<file path="src/rtl/matmul_stream_ctrl_pkg.sv">
// ---------------------------------------------------------------------------
// matmul_pkg
//   Shared types and helpers for the matrix-multiplier streaming controller.
//   - state_t    : controller state encoding (LOAD, EVAL, SEND)
//   - acc_width(): width of one result element of an N x N product of
//                  DW-bit unsigned operands; shared with the multiplier
//                  and the benches so all agree on AW.
// ---------------------------------------------------------------------------
package matmul_pkg;

    typedef enum logic [1:0] {
        LOAD = 2'd0,
        EVAL = 2'd1,
        SEND = 2'd2
    } state_t;

    // A dot product of N terms, each the product of two DW-bit values,
    // needs 2*DW bits per term plus clog2(N) bits of carry growth.
    function automatic int acc_width(input int n, input int dw);
        return 2 * dw + $clog2(n);
    endfunction

endpackage

</file>
<file path="src/rtl/matmul_stream_ctrl_if.sv">
// ---------------------------------------------------------------------------
// matmul_stream_ctrl_if
//   Operand input stream and result output stream of matmul_stream_ctrl.
//
//   Handshake rule (both streams): a transfer happens on a rising clock
//   edge where valid && ready are both high. The producer holds data
//   (and last) stable and keeps valid high until that transfer; ready may
//   change freely and the consumer ignores data while valid is low.
//
//   Signals:
//     s_valid / s_ready / s_data  : operand elements, DW bits
//     m_valid / m_ready / m_data  : result elements, AW bits
//     m_last                      : marks the final result element
//   Modports:
//     master : system side (drives operands, consumes results)
//     slave  : controller side
// ---------------------------------------------------------------------------
interface matmul_stream_ctrl_if #(
    parameter int N  = 3,
    parameter int DW = 8
);
    import matmul_pkg::*;

    localparam int AW = acc_width(N, DW);

    logic          s_valid;
    logic          s_ready;
    logic [DW-1:0] s_data;
    logic          m_valid;
    logic          m_ready;
    logic [AW-1:0] m_data;
    logic          m_last;

    modport master (
        output s_valid, s_data, m_ready,
        input  s_ready, m_valid, m_data, m_last
    );

    modport slave (
        input  s_valid, s_data, m_ready,
        output s_ready, m_valid, m_data, m_last
    );

endinterface

</file>
<file path="src/rtl/matmul_stream_ctrl_serializer.sv">
// ---------------------------------------------------------------------------
// mat_result_serializer
//   Captures the full N x N multiplier result on a one-cycle strobe and
//   plays it out row-major over a valid/ready stream.
//
//   Ports:
//     clk, rst  : clock, async active-high reset
//     capture   : strobe, high for the single cycle in which c_flat is
//                 stable; the result is registered on the closing edge
//     c_flat    : multiplier result, element (i,j) at [(i*N+j)*AW +: AW]
//     m_ready   : downstream ready
//     m_valid   : result element valid (registered)
//     m_data    : result element (registered)
//     m_last    : high with element N*N-1 (registered)
//     done      : combinational, high on the handshake of the last element
// ---------------------------------------------------------------------------
module mat_result_serializer
    import matmul_pkg::*;
#(
    parameter int N  = 3,
    parameter int AW = 18
) (
    input  logic            clk,
    input  logic            rst,
    input  logic            capture,
    input  logic [N*N*AW-1:0] c_flat,
    input  logic            m_ready,
    output logic            m_valid,
    output logic [AW-1:0]   m_data,
    output logic            m_last,
    output logic            done
);

    localparam int NN = N * N;
    localparam int RW = $clog2(NN);

    logic [NN*AW-1:0] result;
    logic [RW-1:0]    r;

    assign done = m_valid && m_ready && m_last;

    // m_data is loaded one element ahead: on capture it takes element 0
    // straight from c_flat, on each handshake it takes element r+1 from
    // the captured copy, so it never changes while stalled.
    always_ff @(posedge clk or posedge rst) begin
        if (rst) begin
            result  <= '0;
            r       <= '0;
            m_valid <= 1'b0;
            m_data  <= '0;
            m_last  <= 1'b0;
        end else if (capture) begin
            result  <= c_flat;
            r       <= '0;
            m_valid <= 1'b1;
            m_data  <= c_flat[AW-1:0];
            m_last  <= (NN == 1);
        end else if (m_valid && m_ready) begin
            if (m_last) begin
                m_valid <= 1'b0;
                m_last  <= 1'b0;
                r       <= '0;
            end else begin
                r      <= r + RW'(1);
                m_data <= result[(int'(r) + 1) * AW +: AW];
                m_last <= ((int'(r) + 1) == (NN - 1));
            end
        end
    end

endmodule

</file>
<file path="src/rtl/matmul_stream_ctrl.sv">
// ---------------------------------------------------------------------------
// matmul_stream_ctrl
//   Streaming front/back end for an external combinational N x N matrix
//   multiplier. Collects 2*N*N operand elements (A row-major, then B
//   row-major) into registered A_flat/B_flat, waits one cycle for C_flat
//   to settle, captures it, and streams the N*N results out row-major.
//
//   Ports:
//     clk, rst : clock, async active-high reset
//     bus      : operand input stream and result output stream (slave)
//     A_flat   : operand A to multiplier, element (i,j) at [(i*N+j)*DW +: DW]
//     B_flat   : operand B to multiplier, same layout
//     C_flat   : multiplier result, element (i,j) at [(i*N+j)*AW +: AW]
//     busy     : high while evaluating or sending results
//     state    : current controller state, for observation
// ---------------------------------------------------------------------------
module matmul_stream_ctrl
    import matmul_pkg::*;
#(
    parameter  int N  = 3,
    parameter  int DW = 8,
    localparam int AW = acc_width(N, DW)
) (
    input  logic                clk,
    input  logic                rst,
    matmul_stream_ctrl_if.slave bus,
    output logic [N*N*DW-1:0]   A_flat,
    output logic [N*N*DW-1:0]   B_flat,
    input  logic [N*N*AW-1:0]   C_flat,
    output logic                busy,
    output state_t              state
);

    localparam int NN = N * N;
    localparam int KW = $clog2(2 * NN);

    logic [KW-1:0] k;
    logic          capture;
    logic          done;

    // s_ready is a register so it stays low through reset and rises on
    // the first edge after release; capture is high exactly during EVAL.
    always_ff @(posedge clk or posedge rst) begin
        if (rst) begin
            state       <= LOAD;
            k           <= '0;
            bus.s_ready <= 1'b0;
            busy        <= 1'b0;
            capture     <= 1'b0;
            A_flat      <= '0;
            B_flat      <= '0;
        end else begin
            capture <= 1'b0;
            case (state)
                LOAD: begin
                    bus.s_ready <= 1'b1;
                    if (bus.s_valid && bus.s_ready) begin
                        if (int'(k) < NN) begin
                            A_flat[int'(k) * DW +: DW] <= bus.s_data;
                        end else begin
                            B_flat[(int'(k) - NN) * DW +: DW] <= bus.s_data;
                        end
                        if (int'(k) == 2 * NN - 1) begin
                            k           <= '0;
                            state       <= EVAL;
                            bus.s_ready <= 1'b0;
                            busy        <= 1'b1;
                            capture     <= 1'b1;
                        end else begin
                            k <= k + KW'(1);
                        end
                    end
                end
                EVAL: begin
                    state <= SEND;
                end
                SEND: begin
                    if (done) begin
                        state       <= LOAD;
                        bus.s_ready <= 1'b1;
                        busy        <= 1'b0;
                    end
                end
                default: begin
                    state       <= LOAD;
                    bus.s_ready <= 1'b0;
                    busy        <= 1'b0;
                end
            endcase
        end
    end

    mat_result_serializer #(
        .N  (N),
        .AW (AW)
    ) u_serializer (
        .clk     (clk),
        .rst     (rst),
        .capture (capture),
        .c_flat  (C_flat),
        .m_ready (bus.m_ready),
        .m_valid (bus.m_valid),
        .m_data  (bus.m_data),
        .m_last  (bus.m_last),
        .done    (done)
    );

endmodule
</file>
<file path="src/flat_wrapper.sv">
// flat-port wrapper written by rule: the top's interface ports become plain ports
module matmul_stream_ctrl_flat import matmul_pkg::*;
#(
    parameter  int N  = 3,
    parameter  int DW = 8,
    localparam int AW = acc_width(N, DW)
)
  (clk, rst, A_flat, B_flat, C_flat, busy, state, bus_s_valid, bus_s_data, bus_m_ready, bus_s_ready, bus_m_valid, bus_m_data, bus_m_last);
  matmul_stream_ctrl_if #(.N(N), .DW(DW)) bus_i ();
  input  logic clk;
  input  logic rst;
  output logic [N*N*DW-1:0] A_flat;
  output logic [N*N*DW-1:0] B_flat;
  input  logic [N*N*AW-1:0] C_flat;
  output logic busy;
  output state_t state;
  input wire logic [$bits(bus_i.s_valid)-1:0] bus_s_valid;
  input wire logic [$bits(bus_i.s_data)-1:0] bus_s_data;
  input wire logic [$bits(bus_i.m_ready)-1:0] bus_m_ready;
  output wire logic [$bits(bus_i.s_ready)-1:0] bus_s_ready;
  output wire logic [$bits(bus_i.m_valid)-1:0] bus_m_valid;
  output wire logic [$bits(bus_i.m_data)-1:0] bus_m_data;
  output wire logic [$bits(bus_i.m_last)-1:0] bus_m_last;
  assign bus_i.s_valid = bus_s_valid;
  assign bus_i.s_data = bus_s_data;
  assign bus_i.m_ready = bus_m_ready;
  assign bus_s_ready = bus_i.s_ready;
  assign bus_m_valid = bus_i.m_valid;
  assign bus_m_data = bus_i.m_data;
  assign bus_m_last = bus_i.m_last;
  matmul_stream_ctrl #(.N(N), .DW(DW)) u_core (.clk(clk), .rst(rst), .bus(bus_i), .A_flat(A_flat), .B_flat(B_flat), .C_flat(C_flat), .busy(busy), .state(state));
endmodule
</file>
<file path="config.mk">
export PLATFORM = sky130hd
export DESIGN_NAME = matmul_stream_ctrl_flat
export DESIGN_NICKNAME = d
export VERILOG_FILES = /design/src/rtl/matmul_stream_ctrl_pkg.sv /design/src/rtl/matmul_stream_ctrl_if.sv /design/src/rtl/matmul_stream_ctrl_serializer.sv /design/src/rtl/matmul_stream_ctrl.sv /design/src/flat_wrapper.sv
export SDC_FILE = /design/constraint.sdc
export NUM_CORES = 1
export LEC_CHECK = 0
export BUFFER_PORTS_ARGS = -buffer_cell sky130_fd_sc_hd__buf_2
export CORE_ASPECT_RATIO = 1.1
export CORE_MARGIN = 5
export CORE_UTILIZATION = 60
export DETAILED_ROUTE_END_ITERATION = 7
export HOLD_SLACK_MARGIN = 0.08
export PLACE_DENSITY = 0.83
export SYNTH_ARGS = -nofsm -noshare
export SYNTH_HDL_FRONTEND = slang
export SYNTH_SLANG_ARGS = --single-unit
</file>
<file path="constraint.sdc">
create_clock -name clk -period 24 [get_ports clk]
set_input_delay 0 -clock clk [delete_from_list [all_inputs] [get_ports clk]]
set_output_delay 0 -clock clk [all_outputs]
set_load 0.01 [all_outputs]
</file>
==> results.json <==
{
  "r2r_cells": 13,
  "cts.sinks": 340,
  "startpoint_type": "register",
  "fin_skew_ns": 0.0209,
  "multi_input_area_sq_um": 12100,
  "ir_worst_vdd_mv": 0.130,
  "p_sw_w": 0.00177,
  "end_kind": "register",
  "period_share": 0.227,
  "period_needed_ns": 5.44,
  "slew-limit-headroom": 0.257,
  "drc": 0,
  "p_leak_nw": 12.1,
  "async_flop_share": 1.00,
  "maxCapViolCount": 0,
  "synth_edf_count": 0,
  "seq_power_share": 0.206,
  "cts_max_level": 2,
  "ys_seq_elements": 340,
  "antenna_found_initial": 1,
  "io_pins": 342,
  "fmax_mhz": 184,
  "slew_viol_final": 0,
  "finalNetCount": 2596,
  "cp_cell_sequence": "ha_1, nand3_1, clkinv_1, ha_1, ha_1, inv_1, fa_1, a21oi_1, nand2_2, nand2_1, o22ai_1, a2111oi_0, a22oi_1",
  "drtIter0Drc": 2393,
  "std_cell_rows": 72,
  "cp.required_ns": 24.42,
  "regArea_sq_um": 8520,
  "hold_slack_ns": 0.182,
  "drt_wl_total_um": 84600,
  "cts_resized": 0,
  "first_global_vias": 20400,
  "regToRegSetupSlack_ns": 18.56,
  "yosysUniqueCellTypes": 82,
  "swShare": 0.490,
  "clock_path_buffers": 3,
  "grt-ovfl-total": 0,
  "grt_setup_unrepaired": "false",
  "area_growth_pct": 22.9,
  "yosys_warnings": 0,
  "grt_max_degree": 137,
  "max_stage_delay_ns": 0.78,
  "die_h_um": 208,
  "setup_violations": 0,
  "final_layout_size_suffix_gt1_frac": 0.356,
  "cts_inserted_buffers": 37,
  "die_area_sq_um": 39600,
  "r2r_start": "u_core.u_serializer.r[0]$_DFFE_PP0P_",
  "hold_viol_final": 0,
  "ys_seq_area_frac": 0.397,
  "start_util": 0.608,
  "synth_area_sq_um": 21400,
  "drt-wirelength-per-cell_um": 29.0,
  "crit_top_cell": "ha_1",
  "status": "completed",
  "setup.worst_path.start": "u_core.u_serializer.r[0]$_DFFE_PP0P_",
  "fillers": 2204,
  "drtPass1Iterations": 8,
  "synthFlopType": "dfrtp_1",
  "die_x_um": 190,
  "cpMaxStageDelayCell": "a2111oi_0",
  "reg2reg_to": "u_core.u_serializer.m_data[17]$_DFFE_PP0P_",
  "diodes": 0,
  "synthCells": 1979,
  "vias": 19800,
  "clock_power_share": 0.169,
  "worstPathMaxFanout": 49,
  "cts_tree": "yes",
  "clk_pin_slew_ns": 0.07,
  "p_int_w": 0.00184,
  "coreArea_sq_um": 35200,
  "worstMarginPinSlew_ns": 1.11,
  "share_comb_of_total_power": 0.625,
  "cts_root_buffer": "clkbuf_16",
  "holdPathStages": 3,
  "arrival_ns": 5.86,
  "port_buffers": 341,
  "gp_congestion": 1.03,
  "grt_first_pass_wirelength_um": 128000,
  "syn_area_per_cell_sq_um": 10.8,
  "setup-tns-final_ns": 0,
  "crit_type": "reg2reg",
  "syn-num-nets": 2171,
  "grt_usage": 0.419,
  "via_per_inst": 6.81,
  "hpwl_um": 55700,
  "clk_latency_ns": 0.59,
  "endpoint": "u_core.u_serializer.m_data[17]$_DFFE_PP0P_",
  "drtAntennaViolNets": 0,
  "power.density_nw_per_um2": 137,
  "holdCritPathClass": "in2reg"
}
sequential cells by signal, indices dropped and copies added (netlist names):
signal	cells
u_core.state	2
u_core.u_serializer.result	162
u_core.capture	1
u_core.A_flat	72
u_core.busy	1
u_core.k	5
u_core.B_flat	72
u_core.u_serializer.m_data	18
u_core.u_serializer.m_valid	1
u_core.u_serializer.m_last	1
u_core.bus.s_ready	1
u_core.u_serializer.r	4
Yosys cell counts (5+ instances only):
cell,instances,area (sq um)
buf_2,50,250
a311oi_1,8,70.1
nor2_4,5,56.3
a22o_1,6,52.6
o2111ai_1,6,52.6
inv_1,50,188
nand2b_1,7,43.8
a31oi_1,20,125
o22ai_1,13,81.3
or3_1,6,37.5
nor4_1,5,31.3
buf_4,8,60.1
o211ai_1,19,143
nor3_1,41,205
nand2_1,204,766
a211oi_1,18,135
mux4_2,84,1890
buf_1,14,52.6
and3_1,5,31.3
ha_1,17,213
nor3b_1,8,60.1
mux2i_1,154,1540
nand3_1,52,260
dfrtp_1,340,8510
a221oi_1,8,70.1
or2_2,6,37.5
nand4_1,18,113
nor2_1,97,364
nor2b_1,14,87.6
a21oi_1,69,345
a2111oi_0,8,70.1
xnor2_1,9,78.8
clkbuf_1,80,300
clkinv_1,5,18.8
a22oi_1,13,97.6
o21ai_0,91,455
o2bb2ai_1,6,52.6
and2_1,15,93.8
o32ai_1,5,43.8
mux2_2,316,3560
nand3b_1,9,67.6
cell families (layout without fill, tap and decap cells):
kind of cell    Yosys count  in the layout  share of synthesized area
mux                     555            555                      0.327
compound gates          337            337                      0.103
xor+xnor                 15             15                    0.00800
buf+inv                 208            662                     0.0411
flops                   340            340                      0.397
fa+ha+maj                18             18                     0.0109
simple gates            506            506                      0.113
worst max-delay path, delay by kind of cell (launching register included):
| kind | cells | cell delay [ns] |
|---|---|---|
| compound gates | 4 | 1.44 |
| fa+ha+maj | 4 | 1.38 |
| simple gates | 3 | 1.37 |
| flops | 1 | 0.72 |
| buf+inv | 2 | 0.32 |
metrics by stage:
step	setup WS (ns)	power [W]	cells	area (sq um)	utilization
after global placement	18.91	0.00285	2673	23300	0.662
after global routing	18.45	0.00373	2914	26300	0.748
after floorplan	14.58	0.00225	1979	21400	-
final	18.56	0.00360	2914	26300	0.748
after CTS	18.85	0.00350	2914	26300	0.748
after detailed placement	18.88	0.00287	2673	23300	0.662
per-layer routing:
metal | share of wire | GRT usage | vias to the layer above
li1 | - | - | 8190
met1 | 0.35 | 0.518 | 9765
met2 | 0.48 | 0.686 | 1512
met3 | 0.10 | 0.105 | 380
met4 | 0.068 | 0.215 | 2
met5 | 0.000083 | 0 | -
power by group through the flow:
stage               clock, W  sequential, W  combinational, W
floorplan                  0       0.000724           0.00153
global placement           0       0.000738           0.00212
detailed placement         0       0.000742           0.00213
CTS                 0.000600       0.000735           0.00216
global route        0.000634       0.000749           0.00235
finish              0.000609       0.000741           0.00225
worst min path at each step:
stage                     from                                          to
floorplan           C_flat[13]  u_core.u_serializer.result[13]$_DFFE_PP0P_
global placement    C_flat[37]  u_core.u_serializer.result[37]$_DFFE_PP0P_
detailed placement  C_flat[24]  u_core.u_serializer.result[24]$_DFFE_PP0P_
CTS                 C_flat[21]  u_core.u_serializer.result[21]$_DFFE_PP0P_
global route        C_flat[19]  u_core.u_serializer.result[19]$_DFFE_PP0P_
finish              C_flat[41]  u_core.u_serializer.result[41]$_DFFE_PP0P_
timing repair:
item,CTS,global route
hold buffers,173,0
endpoints found under the hold margin,428,0
setup buffers,0,0
cell usage in the layout (no fill, tap or decap), drive strengths merged, types with 7 or more instances in the layout:
master,count
nand2,204
nand2b,7
nor3b,8
o211ai,19
a22oi,13
a2111oi,8
mux4,84
o22ai,13
a31oi,20
dlygate4sd3,173
a211oi,18
nand3,54
nand3b,9
o21ai,92
a221oi,8
nor2,106
a311oi,8
a21oi,69
and2,16
ha,17
nor2b,14
buf,366
nor3,42
inv,53
dfrtp,340
nand4,18
clkinv,17
clkbuf,48
mux2,317
xnor2,11
mux2i,154
cell type report:
class | count | share of cell area
Inverter | 55 | 0.00812
Clock inverter | 20 | 0.00893
Timing Repair Buffer | 539 | 0.138
Tap cell | 481 | 0.0229
Clock buffer | 48 | 0.0394
Sequential cell | 340 | 0.323
Multi-Input combinational cell | 1431 | 0.460
No activity file was read; power rests on OpenSTA's default activity.
